File: src/rtl/ras_circ_pkg.sv
// Frontend return-address-stack types and the per-cycle request decoder.
// Request priority is decided here so the RAS datapath only sees one operation.
package ras_circ_pkg;

    localparam int unsigned RasVlenDefault = 32;

    // Entry view consumed by the fetch-address mux.
    typedef struct packed {
        logic                      valid;
        logic [RasVlenDefault-1:0] ra;
    } ras_t;

    typedef enum logic [2:0] {
        OpIdle,
        OpFlush,
        OpRestore,
        OpPush,
        OpPop,
        OpSwap
    } ras_op_e;

    // Collapse the request lines into a single operation, highest priority first.
    // A pop on an empty stack is dropped; push+pop on an empty stack acts as a push.
    function automatic ras_op_e ras_decode(input logic flush, input logic restore,
                                           input logic push, input logic pop,
                                           input logic empty);
        ras_op_e op;
        op = OpIdle;
        if (flush) begin
            op = OpFlush;
        end else if (restore) begin
            op = OpRestore;
        end else if (push && pop && !empty) begin
            op = OpSwap;
        end else if (push) begin
            op = OpPush;
        end else if (pop && !empty) begin
            op = OpPop;
        end
        return op;
    endfunction

endpackage

File: src/rtl/ras_circ.sv
// Circular-buffer return-address stack with checkpoint export and restore.
// On overflow the oldest entry is overwritten; the newest is always kept.
module ras_circ
    import ras_circ_pkg::*;
#(
    parameter int unsigned VLEN  = 32,
    parameter int unsigned DEPTH = 2,
    localparam int unsigned PTR_W = $clog2(DEPTH),
    localparam int unsigned CNT_W = $clog2(DEPTH + 1)
) (
    input  logic             clk_i,
    input  logic             rst_i,
    input  logic             flush_bp_i,
    input  logic             push_i,
    input  logic             pop_i,
    input  logic [VLEN-1:0]  data_i,
    output logic             valid_o,
    output logic [VLEN-1:0]  data_o,
    output logic [PTR_W-1:0] ckpt_ptr_o,
    output logic [CNT_W-1:0] ckpt_cnt_o,
    input  logic             restore_i,
    input  logic [PTR_W-1:0] restore_ptr_i,
    input  logic [CNT_W-1:0] restore_cnt_i,
    output logic             overflow_o
);

    typedef struct packed {
        logic [PTR_W-1:0] ptr;
        logic [CNT_W-1:0] cnt;
    } ras_ckpt_t;

    localparam logic [CNT_W-1:0] CntMax = CNT_W'(DEPTH);
    localparam logic [PTR_W-1:0] PtrRst = PTR_W'(DEPTH - 1);

    logic [VLEN-1:0] entries_q [DEPTH];
    logic [VLEN-1:0] entries_d [DEPTH];
    ras_ckpt_t       ckpt_q, ckpt_d;
    logic            overflow_q, overflow_d;
    ras_op_e         op;

    assign op = ras_decode(flush_bp_i, restore_i, push_i, pop_i, ckpt_q.cnt == '0);

    always_comb begin
        entries_d  = entries_q;
        ckpt_d     = ckpt_q;
        overflow_d = 1'b0;
        unique case (op)
            OpIdle: ;
            OpFlush: ckpt_d.cnt = '0;
            OpRestore: begin
                ckpt_d.ptr = restore_ptr_i;
                ckpt_d.cnt = (restore_cnt_i > CntMax) ? CntMax : restore_cnt_i;
            end
            OpPush: begin
                // Pointer wraps naturally because DEPTH is a power of two.
                ckpt_d.ptr            = ckpt_q.ptr + PTR_W'(1);
                entries_d[ckpt_d.ptr] = data_i;
                if (ckpt_q.cnt == CntMax) begin
                    overflow_d = 1'b1;
                end else begin
                    ckpt_d.cnt = ckpt_q.cnt + CNT_W'(1);
                end
            end
            OpPop: begin
                ckpt_d.ptr = ckpt_q.ptr - PTR_W'(1);
                ckpt_d.cnt = ckpt_q.cnt - CNT_W'(1);
            end
            OpSwap: entries_d[ckpt_q.ptr] = data_i;
        endcase
    end

    always_ff @(posedge clk_i) begin
        if (rst_i) begin
            entries_q  <= '{default: '0};
            ckpt_q.ptr <= PtrRst;
            ckpt_q.cnt <= '0;
            overflow_q <= 1'b0;
        end else begin
            entries_q  <= entries_d;
            ckpt_q     <= ckpt_d;
            overflow_q <= overflow_d;
        end
    end

    assign data_o     = entries_q[ckpt_q.ptr];
    assign valid_o    = (ckpt_q.cnt != '0);
    assign ckpt_ptr_o = ckpt_q.ptr;
    assign ckpt_cnt_o = ckpt_q.cnt;
    assign overflow_o = overflow_q;

endmodule

File: config.mk
export PLATFORM = sky130hd
export DESIGN_NAME = ras_circ
export DESIGN_NICKNAME = d
export VERILOG_FILES = /design/src/rtl/ras_circ_pkg.sv /design/src/rtl/ras_circ.sv
export SDC_FILE = /design/constraint.sdc
export NUM_CORES = 1
export LEC_CHECK = 0
export ABC_AREA = 0
export BUFFER_PORTS_ARGS = -buffer_cell sky130_fd_sc_hd__buf_2
export CAP_MARGIN = 20
export CELL_PAD_IN_SITES_DETAIL_PLACEMENT = 1
export CELL_PAD_IN_SITES_GLOBAL_PLACEMENT = 1
export CORE_MARGIN = 2
export CORE_UTILIZATION = 37
export DETAILED_ROUTE_END_ITERATION = 8
export GPL_TIMING_DRIVEN = 1
export PLACE_DENSITY_LB_ADDON = 0.1
export SLEW_MARGIN = 20
export SYNTH_ARGS = -nofsm -noshare
export SYNTH_HDL_FRONTEND = slang
export SYNTH_SLANG_ARGS = --single-unit
File: constraint.sdc
create_clock -name clk_i -period 1.4 [get_ports clk_i]
set_input_delay 0.21 -clock clk_i [delete_from_list [all_inputs] [get_ports clk_i]]
set_output_delay 0.21 -clock clk_i [all_outputs]
set_load 0.01 [all_outputs]
==> results.env, run 1 <==
MAX_SLEW.WORST_PIN.SLEW_NS=0.342
SYNTH-ASYNC-RESET-RATIO_PCT=0
GLOBAL_ROUTE_WIRE_LENGTH_BEFORE_REPAIR_UM=15100
CTS_NUM_SINKS=68
SYNTH_CELLS=364
FAILED_CHECKS='setup timing'
YOSYSSEQAREASHARE_PCT=39.4
ROUTED-VIA-COUNT=2935
AVGSYNTHCELLAREA_UM2=9.48
VIA_PER_INST=5.10
MAX_CLOCK_FREQ_MHz=604
CELLINTERNALPOWER_mW=3.51
DIE_AREA_UM2=10100
N_ANTENNA_CELL=0
YOSYSWARNINGCOUNT=0
WORST_IR_DROP_VDD_uV=522
POST_SYNTH_EDFFS=0
PLACED_AREA_UM2=4070
TIMING.MAX_SLEW.REL_SLACK_PCT=77.2
GRT_REMAINING_OVERFLOW=0
CTS-BUFFERS-INSERTED=9
POWER.DENSITY_CELL_AREA_nW_PER_UM2=956
ROUTE.DETAILED.DRC=0
VIAS_IN_THE_FIRST_GLOBAL_ROUTE=3102
PERIOD_MINUS_SLACK_NS=1.65
FINALSETUPVIOLCOUNT=90
RUN_STATUS='finished with violations'
GLOBALROUTETOTALUTIL_PCT=19.0
CRITICAL_PATH_REQUIRED_TIME_NS=1.19
P_R_AREA_GROWTH_VS_SYN_PCT=42.7
CAP_VIOL_MAX_COUNT=0
FLOORPLAN.DIE.WIDTH_UM=101
DIE_HEIGHT_UM=101
FINAL.PERIOD_UTILIZATION_PCT=118
TIGHTEST_HOLD_CHECK_TYPE='in2reg'
CTS_HOLD_REPAIR.BUFFERS=0
CRITPATHCAPTURETYPE='primary output'
WORST-PATH-MAX-FANOUT=8
POWER_SWITCHING_SHARE_PCT=25.4
WORSTSKEWPAIRLATENCY_NS=0.35
TOTAL_SWITCHING_POWER_mW=1.20
FINALWEIGHTEDCONGESTION=0.740
BOUNDARYPINS=78
FINALHOLDVIOLCOUNT=0
FINAL_STAGE_NET_COUNT=501
RSZ_0062_RAISED_AFTER_GLOBAL_ROUTING='yes'
MAXIMUM_ROOT_TO_SINK_BUFFER_COUNT=2
START_UTIL_PCT=37.7
NUMPORTBUFFERS=77
NUM-FILL-CELLS=1018
YS.FLOP_TYPE='sky130_fd_sc_hd__dfxtp_1'
SEQ_POWER_SHARE_PCT=43.0
HPWLAFTERDP_UM=5870
CORE-AREA_UM2=9150
TRITONCTS='done'
CTS_ROOT_BUF='sky130_fd_sc_hd__clkbuf_8'
CRITICALPATHCATEGORY='reg2out'
FIN_TOTAL_PWR_mW=4.71
YOSYSUNIQUECELLTYPES=40
DR.PASS1.ITERS=4
POST_ROUTE_CELLS_DRIVE_ABOVE_1_SHARE_PCT=40.6
POWER.STATIC_LEAKAGE_nW=2.21
WORST-ENDPOINT-ARRIVAL_NS=1.44
SHARE_OF_POWER_BURNED_IN_THE_CLOCK_NETWORK_PCT=40.1
FINAL_DESIGN_AREA_NO_FILL_UM2=4930
CP-START-KIND='register'
SYNTH_SEQ_CELLS=68
ANTENNA_VIOLATION_NET_COUNT_AFTER_DETAILED_ROUTING=0
DRT_WL_TOTAL_UM=9720
DRTITER0DRC=62
CTSHTREEMAXLEVEL=3
SLEW_VIOL_FINAL=0
GRT_START_MAX_NET_PINS=45
SYNTHESIS.AREA_UM2=3450
COMBPWRFRAC_PCT=16.9
FINAL_UTIL_PCT=53.8
FIN_SKEW_NS=0.00558
INITIAL_ANTENNA_VIOLATION_COUNT=0
FP-ROW-COUNT=35
SYN-NUM-NETS=405
CLK_PIN_SLEW_WORST_PATHS_NS=0.08
ROUTED_WIRE_LENGTH_PER_INSTANCE_UM=16.9
SETUP_SLACK_NS=-0.255
[worst max-delay path: stages, from the launching register on]
cell                        delay, ns
sky130_fd_sc_hd__dfxtp_4         0.45
sky130_fd_sc_hd__clkbuf_16       0.21
sky130_fd_sc_hd__mux2_4          0.32
sky130_fd_sc_hd__buf_6           0.12
[area by class of cell]
| class | count | area [µm²] | share of cell area, % |
|---|---|---|---|
| Inverter | 2 | 7.51 | 0.152 |
| Sequential cell | 68 | 1370 | 27.8 |
| Timing Repair Buffer | 114 | 1070 | 21.8 |
| Clock buffer | 13 | 159 | 3.23 |
| Tap cell | 111 | 139 | 2.82 |
| Multi-Input combinational cell | 265 | 2110 | 42.9 |
| Clock inverter | 3 | 68.8 | 1.40 |
[cell usage after synthesis (all sizes together) (3+ instances only)]
master | instances | area [µm²]
dfxtp | 68 | 1360
o21ai | 66 | 342
mux2i | 32 | 320
nand3 | 3 | 27.5
nor2b | 32 | 200
mux2 | 32 | 360
clkbuf | 17 | 63.8
nand2b | 65 | 407
or2 | 4 | 27.5
buf | 13 | 108
xnor2 | 3 | 26.3
nand2 | 5 | 18.8
[per-stage QoR]
step	setup TNS (ns)	instances	setup WS, ns	hold slack [ns]
final	-9.12	576	-0.255	0.134
after detailed placement	-0.0662	545	-0.0198	0.462
after floorplan	-1.48	364	-0.0946	0.286
after global routing	-13.25	576	-0.289	0.135
after CTS	-8.84	570	-0.283	0.122
after global placement	0	545	0.0287	0.455
[routing by layer]
layer | up-vias | track usage (%) | routed length, µm
li1 | 1435 | - | -
met1 | 1427 | 24.2 | 4560
met2 | 61 | 31.9 | 4710
met3 | 12 | 3.40 | 309
met4 | 0 | 7.27 | 140
met5 | - | 0 | 0
[power groups by stage]
stage / Clock, mW / Sequential (mW) / Combinational, mW
floorplan: 0 / 2.05 / 0.368
global placement: 0 / 2.06 / 0.590
detailed placement: 0 / 2.06 / 0.598
CTS: 1.93 / 2.02 / 0.665
global route: 2.01 / 2.03 / 0.855
finish: 1.89 / 2.02 / 0.796
[registers in the layout, indices dropped and copies added, names as in the netlist]
signal	count
ckpt_cnt_o	2
ckpt_ptr_o	1
entries_q	64
overflow_o	1
[logic make-up after synthesis]
group / Yosys count / synth area share (%)
AO/OA/AOI/OAI: 76 / 12.1
XOR/XNOR: 5 / 1.81
buffers and inverters: 32 / 5.18
flip-flops: 68 / 39.4
multiplexers: 64 / 19.7
AND/OR/NAND/NOR: 119 / 21.8
[final timing paths]
path | start | to | slack, ns | cells past startpoint
worst min-delay path | data_i[9] | entries_q[41] | 0.13 | 3
worst max register to register | ckpt_ptr_o | entries_q[5] | -0.09 | 6
worst max-delay path | ckpt_ptr_o | data_o[22] | -0.25 | 3
worst min register to register | entries_q[28] | entries_q[28] | 0.48 | 2
[cell usage in the layout (no fill, tap or decap), drive strengths merged, types with 3 or more instances in the layout]
| cell | count |
|---|---|
| nor2b | 32 |
| buf | 111 |
| nand3 | 3 |
| mux2i | 32 |
| xnor2 | 3 |
| mux2 | 32 |
| clkbuf | 16 |
| nand2 | 5 |
| o21ai | 66 |
| nand2b | 65 |
| dfxtp | 68 |
| or2 | 4 |
[what timing repair did]
| item | in CTS | in global routing |
|---|---|---|
| buffers inserted | 7 | 3 |
| gates cloned | 2 | 3 |
| pin swaps | 5 | 2 |
| gates resized for setup | 14 | 104 |
| setup endpoints to repair | 45 | 99 |
Power figures use the tool's default switching activity.
==> inputs of run 2 (changes only) <==
SKIP_CTS_REPAIR_TIMING = 1   (was unset)
==> run 2 against run 1 <==
  * The run still ends with setup timing left
  * Wire length decreased by 4.9%
  * Via count decreased by 2.1%
  * Sequential power about the same
  * Non-clock buffer count decreased by 6
  * First-iteration DRC count decreased by 24%
  * Design area decreased by 3.9%
  * Utilization decreased by 2.1 points
  * Highest routed layer unchanged
==> results.env, run 2 (synthesis results as in run 1) <==
CP_CELL_SEQUENCE='buf_12 -> mux2_2 -> buf_2'
FIN_SETUP_TNS_NS=-9.34  # -0.221 ns
ROUTED_WIRE_LENGTH_PER_INSTANCE_UM=16.2  # -3.9%
DP_SLACK_NS=-0.0198  # unchanged
R2R_SETUP_SLACK_NS=-0.10  # about the same
CP-START-KIND='register'
CP_NUM_BUF_INV=2  # unchanged
POWER_SWITCHING_SHARE_PCT=25.1  # -0.31 points
N_ANTENNA_CELL=0  # unchanged
RUN_STATUS='finished with violations'
CTSHTREEMAXLEVEL=3  # unchanged
DRT_WL_TOTAL_UM=9240  # -4.9%
FINALSETUPVIOLCOUNT=96  # +6.7%
TOTAL_SWITCHING_POWER_mW=1.16  # -3.1%
COMBPWRFRAC_PCT=15.3  # -1.6 points
ROUTED-VIA-COUNT=2873  # -2.1%
FAILED_CHECKS='setup timing'
FLOORPLAN.DIE.WIDTH_UM=101  # unchanged
WORSTSKEWPAIRLATENCY_NS=0.35  # about the same
FINAL_STAGE_NET_COUNT=495  # -1.2%
WORST_HOLD_PATH.NUM_CELLS=3  # unchanged
ROUTE.DETAILED.DRC=0  # unchanged
ANTENNA_VIOLATION_NET_COUNT_AFTER_DETAILED_ROUTING=0  # unchanged
CPLARGESTDELAYFAMILY='flip-flops'
TIMING.MAX_SLEW.REL_SLACK_PCT=77.2  # about the same
WORST-PATH-MAX-FANOUT=10  # +2
CLK_PIN_SLEW_WORST_PATHS_NS=0.08  # about the same
CP_SLOWEST_STAGE_DELAY_NS=0.43  # -0.02 ns
SLEW_VIOL_FINAL=0  # unchanged
SHARE_OF_POWER_BURNED_IN_THE_CLOCK_NETWORK_PCT=41.0  # +0.9 points
CELL_WITH_THE_LARGEST_STAGE_DELAY_ON_THE_WORST_PATH='sky130_fd_sc_hd__dfxtp_4'
RSZ_0062_RAISED_AFTER_GLOBAL_ROUTING='yes'
DIE_HEIGHT_UM=101  # unchanged
TIMING.HOLD.WS_NS=0.132  # -0.00207 ns
TIGHTEST_HOLD_CHECK_TYPE='in2reg'
CTS-BUFFERS-INSERTED=9  # unchanged
CAP_VIOL_MAX_COUNT=0  # unchanged
LARGEST-REGISTER='entries_q'
TIMING.CRITICAL_PATH.TO='data_o[11]'
GRT_REMAINING_OVERFLOW=0  # unchanged
INITIAL_ANTENNA_VIOLATION_COUNT=0  # unchanged
GR-USAGE-MET1_PCT=23.3  # -0.95 points
CORE-AREA_UM2=9150  # unchanged
GLOBAL_ROUTE_WIRE_LENGTH_BEFORE_REPAIR_UM=14600  # -3.9%
GLOBALROUTE.BUSIESTLAYER='met2'
PERIOD_MINUS_SLACK_NS=1.65  # -0.00873 ns
DR.PASS1.ITERS=4  # unchanged
FIN_TOTAL_PWR_mW=4.62  # -1.9%
PLACEDCELLCOUNT=545  # unchanged
CRITICAL_PATH_REQUIRED_TIME_NS=1.19  # about the same
CRITICAL_PATH_START='ckpt_ptr_o'
NUMPORTBUFFERS=77  # unchanged
MAX_SLEW.WORST_PIN.SLEW_NS=0.342  # +0.00000656 ns
VIA_PER_INST=5.04  # -1.1%
R2R_DEPTH=5  # -1
FP-ROW-COUNT=35  # unchanged
FINAL.PERIOD_UTILIZATION_PCT=118  # -0.62 points
HPWLAFTERDP_UM=5870  # unchanged
FIN_SKEW_NS=0.00543  # -0.000159 ns
FIN_CELLS=570  # -1.0%
POWER.STATIC_LEAKAGE_nW=2.11  # -4.3%
SEQ_POWER_SHARE_PCT=43.8  # +0.8 points
GLOBAL_ROUTE.USAGE.MET3_PCT=3.40  # unchanged
START_UTIL_PCT=37.7  # unchanged
MAXIMUM_ROOT_TO_SINK_BUFFER_COUNT=2  # unchanged
MOSTFREQUENTLAYOUTCELLS='sky130_fd_sc_hd__nand2b_1 (65), sky130_fd_sc_hd__dfxtp_1 (65), sky130_fd_sc_hd__buf_2 (48)'
BOUNDARYPINS=78  # unchanged
MAX_CLOCK_FREQ_MHz=608  # +0.53%
FINALHOLDVIOLCOUNT=0  # unchanged
CELLINTERNALPOWER_mW=3.46  # -1.5%
CRITICAL_PATH.REG2REG.ENDPOINT='entries_q[36]'
POST_ROUTE_CELLS_DRIVE_ABOVE_1_SHARE_PCT=37.3  # -3.4 points
DRTITER0DRC=47  # -24%
WORST-ENDPOINT-ARRIVAL_NS=1.44  # about the same
TIMING.CRITICAL_PATH.DEPTH=3  # unchanged
LARGEST_REGISTER_FFS=64  # unchanged
GLOBALROUTETOTALUTIL_PCT=18.2  # -0.82 points
CTS_ROOT_BUF='sky130_fd_sc_hd__clkbuf_8'
FINALWEIGHTEDCONGESTION=0.740  # unchanged
VIAS_IN_THE_FIRST_GLOBAL_ROUTE=3027  # -2.4%
DIE_AREA_UM2=10100  # unchanged
CTS_NUM_SINKS=68  # unchanged
P_R_AREA_GROWTH_VS_SYN_PCT=37.1
GROUTE.LAYER.MET2.USAGE_PCT=30.2  # -1.7 points
CRITICALPATHCATEGORY='reg2out'
CRITPATHCAPTURETYPE='primary output'
SETUP_SLACK_NS=-0.246  # +0.00873 ns
POWER.DENSITY_CELL_AREA_nW_PER_UM2=976  # +2.1%
WORST_IR_DROP_VDD_uV=510  # -2.2%
TRITONCTS='done'
TIMING.RR.START='ckpt_ptr_o'
GRT_START_MAX_NET_PINS=45  # unchanged
==> run 2: worst min-delay path by stage <==
stage               endpoint     startpoint
6_report       entries_q[39]      data_i[7]
5_1_grt        entries_q[40]      data_i[8]
4_1_cts        entries_q[44]     data_i[12]
3_5_place_dp   entries_q[30]  entries_q[30]
3_3_place_gp   entries_q[27]  entries_q[27]
2_1_floorplan     overflow_o          pop_i
==> run 2: layout make-up <==
type                    instances  area, µm²
inverters                       2       7.51
fillers                      1017       4420
well taps                     111        139
multi-input cells             265       2020
repair buffers                108        966
clock buffers                  13        159
flip-flops and latches         68       1370
clock inverters                 3       68.8
==> run 2: per-layer routing <==
metal	vias to the layer above	share of wire, %
met3	13	3.2
met5	-	0
li1	1416	-
met2	54	47
met1	1390	48
met4	0	1.6
==> run 2: stage by stage <==
| step | util (%) | area, µm² |
|---|---|---|
| 6_report | 51.7 | 4730 |
| 5_1_grt | 51.7 | 4730 |
| 4_1_cts | 47.0 | 4300 |
| 3_5_place_dp | 44.5 | 4070 |
| 3_3_place_gp | 44.5 | 4070 |
| 2_1_floorplan | - | 3480 |
==> run 2: power groups by stage <==
stage / Clock (mW) / Sequential (mW) / Combinational, mW
after detailed placement: 0 / 2.06 / 0.598
after floorplan: 0 / 2.05 / 0.368
after global placement: 0 / 2.06 / 0.590
after CTS: 1.93 / 2.02 / 0.601
final: 1.89 / 2.02 / 0.705
after global routing: 2.01 / 2.03 / 0.765
==> run 2: tightest hold or removal path, cell delays in order <==
cell	delay, ns
sky130_fd_sc_hd__buf_2	0.09
sky130_fd_sc_hd__nand2b_1	0.08
sky130_fd_sc_hd__o21ai_1	0.06
==> inputs of run 3 (changes only) <==
CORE_MARGIN = unset   (was 2)
==> run 3 against run 2 <==
  * The flow still finishes with violations (setup timing)
  * Global-route usage up 0.14 points
  * Via count down 0.35%
  * Wire length is 2.4% lower
  * Critical endpoint is now data_o[5]
  * Largest cell class unchanged
  * Largest power group unchanged
==> results.env, run 3 (synthesis results as in run 1) <==
DP_SLACK_NS=-0.0611  # -0.0412 ns
SLEW_VIOL_FINAL=0  # unchanged
MOSTFREQUENTLAYOUTCELLS='sky130_fd_sc_hd__buf_2 (66), sky130_fd_sc_hd__nand2b_1 (65), sky130_fd_sc_hd__dfxtp_1 (65)'
GRT_START_MAX_NET_PINS=44  # -2.2%
FLOORPLAN.DIE.WIDTH_UM=98.6  # -2.0%
SETUP_SLACK_NS=-0.197  # +0.0490 ns
TRITONCTS='done'
CTS-BUFFERS-INSERTED=9  # unchanged
PLACEDCELLCOUNT=542  # -0.55%
DIE_AREA_UM2=9720  # -3.9%
VIA_PER_INST=5.07  # +0.53%
MAX_SLEW.WORST_PIN.SLEW_NS=0.260  # -0.0817 ns
WORST-ENDPOINT-ARRIVAL_NS=1.39  # -0.05 ns
FINAL_UTIL_PCT=51.5  # -0.18 points
ROUTE.DETAILED.DRC=0  # unchanged
POST_ROUTE_CELLS_DRIVE_ABOVE_1_SHARE_PCT=41.6  # +4.3 points
GRT_REMAINING_OVERFLOW=0  # unchanged
PLACED_AREA_UM2=4070  # about the same
R2R_SETUP_SLACK_NS=-0.09  # about the same
FIN_TOTAL_PWR_mW=4.25  # -8.0%
FIN_SETUP_TNS_NS=-7.62  # +1.72 ns
INITIAL_ANTENNA_VIOLATION_COUNT=0  # unchanged
TIGHTEST_HOLD_CHECK_TYPE='in2reg'
FINAL.PERIOD_UTILIZATION_PCT=114  # -3.5 points
POWER.STATIC_LEAKAGE_nW=2.08  # -1.5%
PERIOD_MINUS_SLACK_NS=1.60  # -0.0490 ns
HPWLAFTERDP_UM=5850  # -0.40%
CORE-AREA_UM2=8890  # -2.9%
FINALWEIGHTEDCONGESTION=0.742  # +0.22%
MAX_CLOCK_FREQ_MHz=626  # +3.1%
N_ANTENNA_CELL=0  # unchanged
CRITICALPATHCATEGORY='reg2out'
MAXIMUM_ROOT_TO_SINK_BUFFER_COUNT=2  # unchanged
FINALSETUPVIOLCOUNT=84  # -13%
P_R_AREA_GROWTH_VS_SYN_PCT=32.7
TIMING.MAX_SLEW.REL_SLACK_PCT=82.5  # +5.3 points
RSZ_0062_RAISED_AFTER_GLOBAL_ROUTING='yes'
WORST-PATH-MAX-FANOUT=14  # +4
WORSTSKEWPAIRLATENCY_NS=0.33  # -0.02 ns
FINAL_DESIGN_AREA_NO_FILL_UM2=4580  # -3.2%
DR.PASS1.ITERS=4  # unchanged
CP-START-KIND='register'
ANTENNA_VIOLATION_NET_COUNT_AFTER_DETAILED_ROUTING=0  # unchanged
LARGEST_REGISTER_FFS=64  # unchanged
DRTITER0DRC=79  # +68%
GLOBAL_ROUTE_WIRE_LENGTH_BEFORE_REPAIR_UM=14300  # -2.0%
CAP_VIOL_MAX_COUNT=0  # unchanged
CRITICAL_PATH_START='ckpt_ptr_o'
VIAS_IN_THE_FIRST_GLOBAL_ROUTE=2929  # -3.2%
DRT_WL_TOTAL_UM=9020  # -2.4%
FP-ROW-COUNT=34  # -2.9%
CRITPATHCAPTURETYPE='primary output'
START_UTIL_PCT=38.8  # +1.1 points
POWER.DENSITY_CELL_AREA_nW_PER_UM2=927  # -5.0%
LAYOUT_COMMONEST_CELL='sky130_fd_sc_hd__buf_2'
FINALHOLDVIOLCOUNT=0  # unchanged
CTS_NUM_SINKS=68  # unchanged
NUMPORTBUFFERS=77  # unchanged
CTSHTREEMAXLEVEL=3  # unchanged
TIMING.RR.START='ckpt_cnt_o[0]'
WORST_IR_DROP_VDD_uV=404  # -21%
ROUTED-VIA-COUNT=2863  # -0.35%
GLOBALROUTETOTALUTIL_PCT=18.3  # +0.14 points
DIE_HEIGHT_UM=98.6  # -2.0%
FINAL_STAGE_NET_COUNT=493  # -0.40%
FIN_SKEW_NS=0.00827  # +0.00285 ns
RUN_STATUS='finished with violations'
CTS_ROOT_BUF='sky130_fd_sc_hd__clkbuf_8'
CRITICAL_PATH_REQUIRED_TIME_NS=1.19  # about the same
ROUTED_WIRE_LENGTH_PER_INSTANCE_UM=16.0  # -1.5%
TIMING.CRITICAL_PATH.TO='data_o[5]'
FIN_CELLS=565  # -0.88%
CRITICAL_PATH.REG2REG.ENDPOINT='entries_q[50]'
LARGEST-REGISTER='entries_q'
BOUNDARYPINS=78  # unchanged
TIMING.HOLD.WS_NS=0.154  # +0.0219 ns
CLK_PIN_SLEW_WORST_PATHS_NS=0.07  # about the same
R2R_DEPTH=5  # unchanged
FAILED_CHECKS='setup timing'
==> run 3: cell count changes in the layout (fill, tap and decap cells not counted), sizes merged <==
cell / previous run / this run
buf: 105 / 103
clkinv: 1 / 3
bufinv: 2 / 1
clkinvlp: 0 / 1
clkbuf: 16 / 14
==> run 3: how the worst min path moves through the flow <==
stage | start | slack, ns | end | cells past startpoint
floorplan | pop_i | 0.29 | overflow_o | 1
global placement | entries_q[27] | 0.45 | entries_q[27] | 2
detailed placement | entries_q[27] | 0.47 | entries_q[27] | 2
CTS | data_i[1] | 0.13 | entries_q[33] | 3
global route | data_i[25] | 0.15 | entries_q[57] | 3
finish | data_i[14] | 0.15 | entries_q[46] | 3
==> run 3: power breakdown <==
| group | total (mW) | internal [mW] | switching (mW) | leakage [nW] |
|---|---|---|---|---|
| clock | 1.55 | 0.816 | 0.735 | 0.0931 |
| combinational | 0.677 | 0.336 | 0.341 | 1.44 |
| sequential | 2.02 | 1.99 | 0.0325 | 0.552 |
| total | 4.25 | 3.14 | 1.11 | 2.08 |
==> run 3: critical path: stages, from the launching register on <==
cell and delay (ns):
sky130_fd_sc_hd__dfxtp_4 0.39, sky130_fd_sc_hd__buf_12 0.17, sky130_fd_sc_hd__mux2_2 0.34, sky130_fd_sc_hd__buf_2 0.15
==> run 3: final cells by class <==
| cell class | instances | area [µm²] |
|---|---|---|
| timing repair buffer | 106 | 820 |
| fill | 1038 | 4310 |
| clock inverter | 5 | 52.6 |
| multi-input combinational | 265 | 2060 |
| inverter | 2 | 7.51 |
| clock buffer | 11 | 131 |
| tap | 108 | 135 |
| sequential | 68 | 1370 |
==> run 3: per-layer routing <==
metal | part of all wire, % | track usage (%) | up-vias
li1 | - | - | 1413
met1 | 46 | 21.8 | 1386
met2 | 49 | 32.9 | 57
met3 | 3.9 | 4.11 | 7
met4 | 0.99 | 5.28 | 0
met5 | 0 | 0 | -
